===== src/rtl/voice_allocator.sv =====
// voice_allocator: assigns a fixed pool of synth voices to incoming MIDI key events.
// Each accepted key toggles a note. If the key is already sounding, its voice is released.
// Otherwise the key gets the lowest free voice. If no voice is free, the oldest active
// voice is stolen.
//
// Ports:
//   clk            system clock
//   reset          asynchronous active-high reset
//   key_valid      one-cycle key event pulse from the MIDI receiver
//   key_index      key of the event, sampled when key_valid && in_ready
//   in_ready       allocator idle, next event can be accepted
//   voice_key      per-voice key, voice v at [v*KEY_WIDTH +: KEY_WIDTH]
//   voice_on       per-voice gate
//   voice_trigger  per-voice one-cycle (re)assignment pulse
//   steal          one-cycle pulse alongside voice_trigger when an active voice was taken
//   drop_count     saturating count of events ignored while busy
module voice_allocator #(
   parameter int unsigned NUM_VOICES = 4,
   parameter int unsigned KEY_WIDTH  = 7,
   parameter int unsigned AGE_WIDTH  = 4
) (
   input  logic                             clk,
   input  logic                             reset,
   input  logic                             key_valid,
   input  logic [KEY_WIDTH-1:0]             key_index,
   output logic                             in_ready,
   output logic [NUM_VOICES*KEY_WIDTH-1:0]  voice_key,
   output logic [NUM_VOICES-1:0]            voice_on,
   output logic [NUM_VOICES-1:0]            voice_trigger,
   output logic                             steal,
   output logic [7:0]                       drop_count
);

   localparam int unsigned IdxW = (NUM_VOICES > 1) ? $clog2(NUM_VOICES) : 1;
   localparam logic [IdxW-1:0] LastIdx = IdxW'(NUM_VOICES - 1);

   typedef enum logic [1:0] {StIdle, StScan, StUpdate} state_e;

   state_e                state_q, state_d;
   logic [KEY_WIDTH-1:0]  key_q, key_d;
   logic [IdxW-1:0]       idx_q, idx_d;

   // Scan results collected over the SCAN pass
   logic                  match_found_q, match_found_d;
   logic [IdxW-1:0]       match_idx_q, match_idx_d;
   logic                  free_found_q, free_found_d;
   logic [IdxW-1:0]       free_idx_q, free_idx_d;
   logic                  old_found_q, old_found_d;
   logic [IdxW-1:0]       old_idx_q, old_idx_d;
   logic [AGE_WIDTH-1:0]  old_age_q, old_age_d;

   logic [KEY_WIDTH-1:0]  vkey_q [NUM_VOICES];
   logic [KEY_WIDTH-1:0]  vkey_d [NUM_VOICES];
   logic [AGE_WIDTH-1:0]  age_q  [NUM_VOICES];
   logic [AGE_WIDTH-1:0]  age_d  [NUM_VOICES];
   logic [NUM_VOICES-1:0] on_q, on_d;
   logic [NUM_VOICES-1:0] trig_q, trig_d;
   logic                  steal_q, steal_d;
   logic [7:0]            drop_q, drop_d;

   // Voice receiving the new key when no match was found
   logic [IdxW-1:0]       tgt;
   assign tgt = free_found_q ? free_idx_q : old_idx_q;

   always_ff @(posedge clk or posedge reset) begin
      if (reset) begin
         state_q       <= StIdle;
         key_q         <= '0;
         idx_q         <= '0;
         match_found_q <= 1'b0;
         match_idx_q   <= '0;
         free_found_q  <= 1'b0;
         free_idx_q    <= '0;
         old_found_q   <= 1'b0;
         old_idx_q     <= '0;
         old_age_q     <= '0;
         on_q          <= '0;
         trig_q        <= '0;
         steal_q       <= 1'b0;
         drop_q        <= '0;
         for (int v = 0; v < NUM_VOICES; v++) begin
            vkey_q[v] <= '0;
            age_q[v]  <= '0;
         end
      end else begin
         state_q       <= state_d;
         key_q         <= key_d;
         idx_q         <= idx_d;
         match_found_q <= match_found_d;
         match_idx_q   <= match_idx_d;
         free_found_q  <= free_found_d;
         free_idx_q    <= free_idx_d;
         old_found_q   <= old_found_d;
         old_idx_q     <= old_idx_d;
         old_age_q     <= old_age_d;
         on_q          <= on_d;
         trig_q        <= trig_d;
         steal_q       <= steal_d;
         drop_q        <= drop_d;
         for (int v = 0; v < NUM_VOICES; v++) begin
            vkey_q[v] <= vkey_d[v];
            age_q[v]  <= age_d[v];
         end
      end
   end

   always_comb begin
      state_d       = state_q;
      key_d         = key_q;
      idx_d         = idx_q;
      match_found_d = match_found_q;
      match_idx_d   = match_idx_q;
      free_found_d  = free_found_q;
      free_idx_d    = free_idx_q;
      old_found_d   = old_found_q;
      old_idx_d     = old_idx_q;
      old_age_d     = old_age_q;
      on_d          = on_q;
      trig_d        = '0;
      steal_d       = 1'b0;
      drop_d        = drop_q;
      in_ready      = 1'b0;
      for (int v = 0; v < NUM_VOICES; v++) begin
         vkey_d[v] = vkey_q[v];
         age_d[v]  = age_q[v];
      end

      if (key_valid && (state_q != StIdle) && (drop_q != 8'hff)) begin
         drop_d = drop_q + 8'd1;
      end

      case (state_q)
         StIdle: begin
            in_ready = 1'b1;
            if (key_valid) begin
               key_d         = key_index;
               idx_d         = '0;
               match_found_d = 1'b0;
               match_idx_d   = '0;
               free_found_d  = 1'b0;
               free_idx_d    = '0;
               old_found_d   = 1'b0;
               old_idx_d     = '0;
               old_age_d     = '0;
               state_d       = StScan;
            end
         end

         StScan: begin
            if (on_q[idx_q]) begin
               if (!match_found_q && (vkey_q[idx_q] == key_q)) begin
                  match_found_d = 1'b1;
                  match_idx_d   = idx_q;
               end
               // Strict compare keeps the lower index on equal ages
               if (!old_found_q || (age_q[idx_q] > old_age_q)) begin
                  old_found_d = 1'b1;
                  old_idx_d   = idx_q;
                  old_age_d   = age_q[idx_q];
               end
            end else if (!free_found_q) begin
               free_found_d = 1'b1;
               free_idx_d   = idx_q;
            end
            if (idx_q == LastIdx) begin
               state_d = StUpdate;
            end else begin
               idx_d = idx_q + 1'b1;
            end
         end

         StUpdate: begin
            state_d = StIdle;
            if (match_found_q) begin
               on_d[match_idx_q] = 1'b0;
            end else begin
               for (int v = 0; v < NUM_VOICES; v++) begin
                  if (on_q[v] && (IdxW'(v) != tgt) && (age_q[v] != '1)) begin
                     age_d[v] = age_q[v] + 1'b1;
                  end
               end
               vkey_d[tgt] = key_q;
               age_d[tgt]  = '0;
               on_d[tgt]   = 1'b1;
               trig_d[tgt] = 1'b1;
               steal_d     = !free_found_q;
            end
         end

         default: state_d = StIdle;
      endcase
   end

   always_comb begin
      voice_key = '0;
      for (int v = 0; v < NUM_VOICES; v++) begin
         voice_key[v*KEY_WIDTH +: KEY_WIDTH] = vkey_q[v];
      end
   end

   assign voice_on      = on_q;
   assign voice_trigger = trig_q;
   assign steal         = steal_q;
   assign drop_count    = drop_q;

endmodule


===== config.mk =====
export PLATFORM = sky130hd
export DESIGN_NAME = voice_allocator
export DESIGN_NICKNAME = d
export VERILOG_FILES = /design/src/rtl/voice_allocator.sv
export SDC_FILE = /design/constraint.sdc
export NUM_CORES = 1
export LEC_CHECK = 0
export CORE_UTILIZATION = 41
export DETAILED_ROUTE_END_ITERATION = 6
export GPL_TIMING_DRIVEN = 1
export SETUP_SLACK_MARGIN = 0.4
export SLEW_MARGIN = 25
export SYNTH_ARGS = -nofsm -noshare
export SYNTH_HDL_FRONTEND = slang
export SYNTH_SLANG_ARGS = --single-unit
export TNS_END_PERCENT = 20

===== constraint.sdc =====
create_clock -name clk -period 7.03 [get_ports clk]
set_input_delay 0.703 -clock clk [delete_from_list [all_inputs] [get_ports clk]]
set_output_delay 0.703 -clock clk [all_outputs]
set_load 0.01 [all_outputs]

==> summary.md <==
| Metric | Value |
|---|---|
| Hold Vio Cnt, Final | 0 |
| CTS Buf Count | 9 |
| Worst Skew | 0.0121 ns |
| Flops & latches, synth | 85 |
| HP Class | flip-flop to flip-flop |
| Non-Filler Instances | 576 |
| Total I/O pin count | 56 |
| Synth Instances | 384 |
| Die span in y | 102 µm |
| Net Count, Synth | 404 |
| Gr usage total | 0.198 |
| CP max stage delay | 0.86 ns |
| Syn Area/Cell | 10.6 µm² |
| Share of cells above drive strength 1 | 0.102 |
| First DRT Iteration DRCs | 104 |
| Buffers on Ports | 55 |
| Vias in the first global route | 2,868 |
| Power Dens Cells | 362 nW/µm² |
| Post-synth EDFFs | 0 |
| Die area | 10,400 µm² |
| Post-synth ARST share | 1.00 |
| Most common cell after layout, fill and taps aside | nand2_1 |
| Critical-path maximum fanout | 17 |
| Fmax | 0.338 GHz |
| Syn-to-layout area delta | 21.2% |
| Num Clock Sinks | 85 |
| Slew @ Worst Pin | 0.788 ns |
| Post-Syn Area | 4080 µm² |
| CP cell instances | mux4_2, ha_1, nor2b_1, o21ai_0, nand2b_1, a21oi_1, o22ai_2, mux2_2 |
| Final nets | 458 |
| Fill count | 926 |
| Sequential fraction of the synthesis area | 0.521 |
| Leakage | 2.36 nW |
| Placed Cells | 560 |
| Dpl ws | 4.08 ns |
| Routed Antenna Nets | 0 |
| Detailed-placement wirelength estimate | 6.36 mm |
| N_diodes | 0 |
| Relative slew slack | 0.474 |
| Cell Area, Placed | 4750 µm² |
| Avg WL per Cell | 16.0 µm |
| CTS tree | yes |
| Cell Rows | 36 |
| Largest net degree at the start of global routing | 48 |
| Crit path kind | flip-flop to flip-flop |
| Synth Warn # | 0 |
| Hold-fix buffers at CTS | 0 |
| Ys flop type | dfrtp_1 |
| Setup crit start kind | flip-flop |
| RSZ-0062 raised after global routing | false |
| Max Cap Violations | 0 |
| Final Instance Area | 4950 µm² |
| Yosys cell types | 40 |
| Worst-path clk slew | 0.09 ns |
| Die Wd | 102 µm |
| DRC Markers | 0 |
| Slowest stage cell, crit path | dfrtp_1 |
| Via count | 2,872 |
| H-tree depth reported by CTS | 3 |
| Post-route setup slack | 4.07 ns |
| Cell family with most CP delay | multiplexers |
| Hold slack | 0.477 ns |
| Initial antenna violation count | 0 |
| Final Max Tran Viols | 0 |
| Max clock buf depth | 2 |
| Core ar. | 9730 µm² |
| Final setup viols | 0 |
| Total grt overflow | 0 |
| Status | completed |
| Starting density of the core | 0.419 |
| Setup TNS | 0 ns |
| # resized after CTS | 0 |
| Final WL | 9.21 mm |
| CTS root buf | clkbuf_8 |
| Final Wtd Congestion | 0.810 |
| WP data required | 7.27 ns |
| Period utilization | 0.421 |
| Most frequent cells in the layout | nand2_1, dfrtp_1, clkdlybuf4s50_1 |
| Crit path buffers/inverters | 0 |
| Crit end category | flip-flop |
| Global-route wire length before repair | 15.3 mm |
| Clock latency at the later pin of the worst-skew pair | 0.36 ns |
| Max rail drop VDD | 0.148 mV |
| Vias/cell | 4.99 |
| Crit path DAT | 3.20 ns |
| Final min period | 2.96 ns |
| Post-CTS Setup Repair Bufs | 0 |
| DRT Pass-1 Iters | 4 |
==> through the flow <==
stage	utilization	power, mW
CTS	0.508	1.81
global placement	0.488	1.45
global route	0.508	1.91
finish	0.508	1.79
floorplan	-	1.20
detailed placement	0.488	1.46
==> where the power goes <==
group / leakage [nW] / internal (mW) / switching [mW]
registers: 1.14 / 0.612 / 0.174
logic: 1.13 / 0.353 / 0.302
clock network: 0.100 / 0.166 / 0.186
==> logic make-up (layout without fill, tap and decap cells) <==
kind of cell / count (synthesis) / after routing / share of synthesized area
buf+inv: 27 / 86 / 0.0288
compound gates: 27 / 27 / 0.0460
mux: 37 / 37 / 0.132
xor+xnor: 27 / 27 / 0.0579
simple gates: 171 / 171 / 0.184
fa+ha+maj: 10 / 10 / 0.0307
flops: 85 / 85 / 0.521
==> flip-flops by register name, summed over array words and instances (netlist names), 4 cells and up <==
register       flops
old_age_q          4
age_q             16
voice_on           4
voice_key         28
drop_count         8
voice_trigger      4
key_q              7
==> final cells by class <==
type | count | area (µm²) | area share
inverters | 12 | 46.3 | 0.00936
well taps | 133 | 166 | 0.0336
repair buffers | 58 | 573 | 0.116
flip-flops and latches | 85 | 2130 | 0.430
clock buffers | 9 | 124 | 0.0250
clock inverters | 7 | 73.8 | 0.0149
multi-input cells | 272 | 1840 | 0.371
==> Yosys cell counts, types with 2 or more instances <==
| cell | instances | area share |
|---|---|---|
| nand2_1 | 108 | 0.099 |
| a21oi_1 | 5 | 0.0061 |
| o21ai_0 | 9 | 0.011 |
| o2111a_1 | 2 | 0.0055 |
| mux4_1 | 6 | 0.039 |
| mux2_2 | 16 | 0.044 |
| ha_1 | 10 | 0.031 |
| a21o_1 | 3 | 0.0055 |
| nand2b_1 | 3 | 0.0046 |
| mux4_2 | 4 | 0.022 |
| and2_1 | 5 | 0.0077 |
| nor2b_1 | 4 | 0.0061 |
| xnor2_1 | 13 | 0.028 |
| dfrtp_1 | 85 | 0.52 |
| nand3_1 | 12 | 0.015 |
| buf_2 | 6 | 0.0074 |
| xor2_1 | 14 | 0.030 |
| inv_1 | 12 | 0.011 |
| clkbuf_1 | 7 | 0.0064 |
| nand4_1 | 7 | 0.011 |
| mux2i_1 | 11 | 0.027 |
| nor2_1 | 24 | 0.022 |
==> worst register-to-register path, cell delays in order (launching register included) <==
cell,delay [ns]
dfrtp_1,0.86
mux4_2,0.61
ha_1,0.31
nor2b_1,0.13
o21ai_0,0.08
nand2b_1,0.07
a21oi_1,0.07
o22ai_2,0.35
mux2_2,0.38
==> routing by layer <==
layer	share of wire	vias up	track usage	wire length, µm
li1	-	1401	-	-
met1	0.49	1398	0.278	4510
met2	0.46	65	0.311	4270
met3	0.040	8	0.0414	368
met4	0.0073	0	0.0535	67
met5	0	-	0	0
==> final timing paths <==
kind	slack [ns]	cells after the start	to	startpoint
max	4.07	8	old_idx_q[1]$_DFFE_PP0P_	idx_q[0]$_DFFE_PP0P_
min	0.48	1	old_found_q$_DFFE_PP0P_	old_found_q$_DFFE_PP0P_
max reg2reg	4.07	8	old_idx_q[1]$_DFFE_PP0P_	idx_q[0]$_DFFE_PP0P_
min reg2reg	0.48	1	old_found_q$_DFFE_PP0P_	old_found_q$_DFFE_PP0P_
max in group asynchronous	5.26	3	age_q[13]$_DFFE_PP0P_	reset
min in group asynchronous	0.73	2	voice_key[9]$_DFFE_PP0P_	reset
Note: power is estimated with default switching activity, not from simulation.
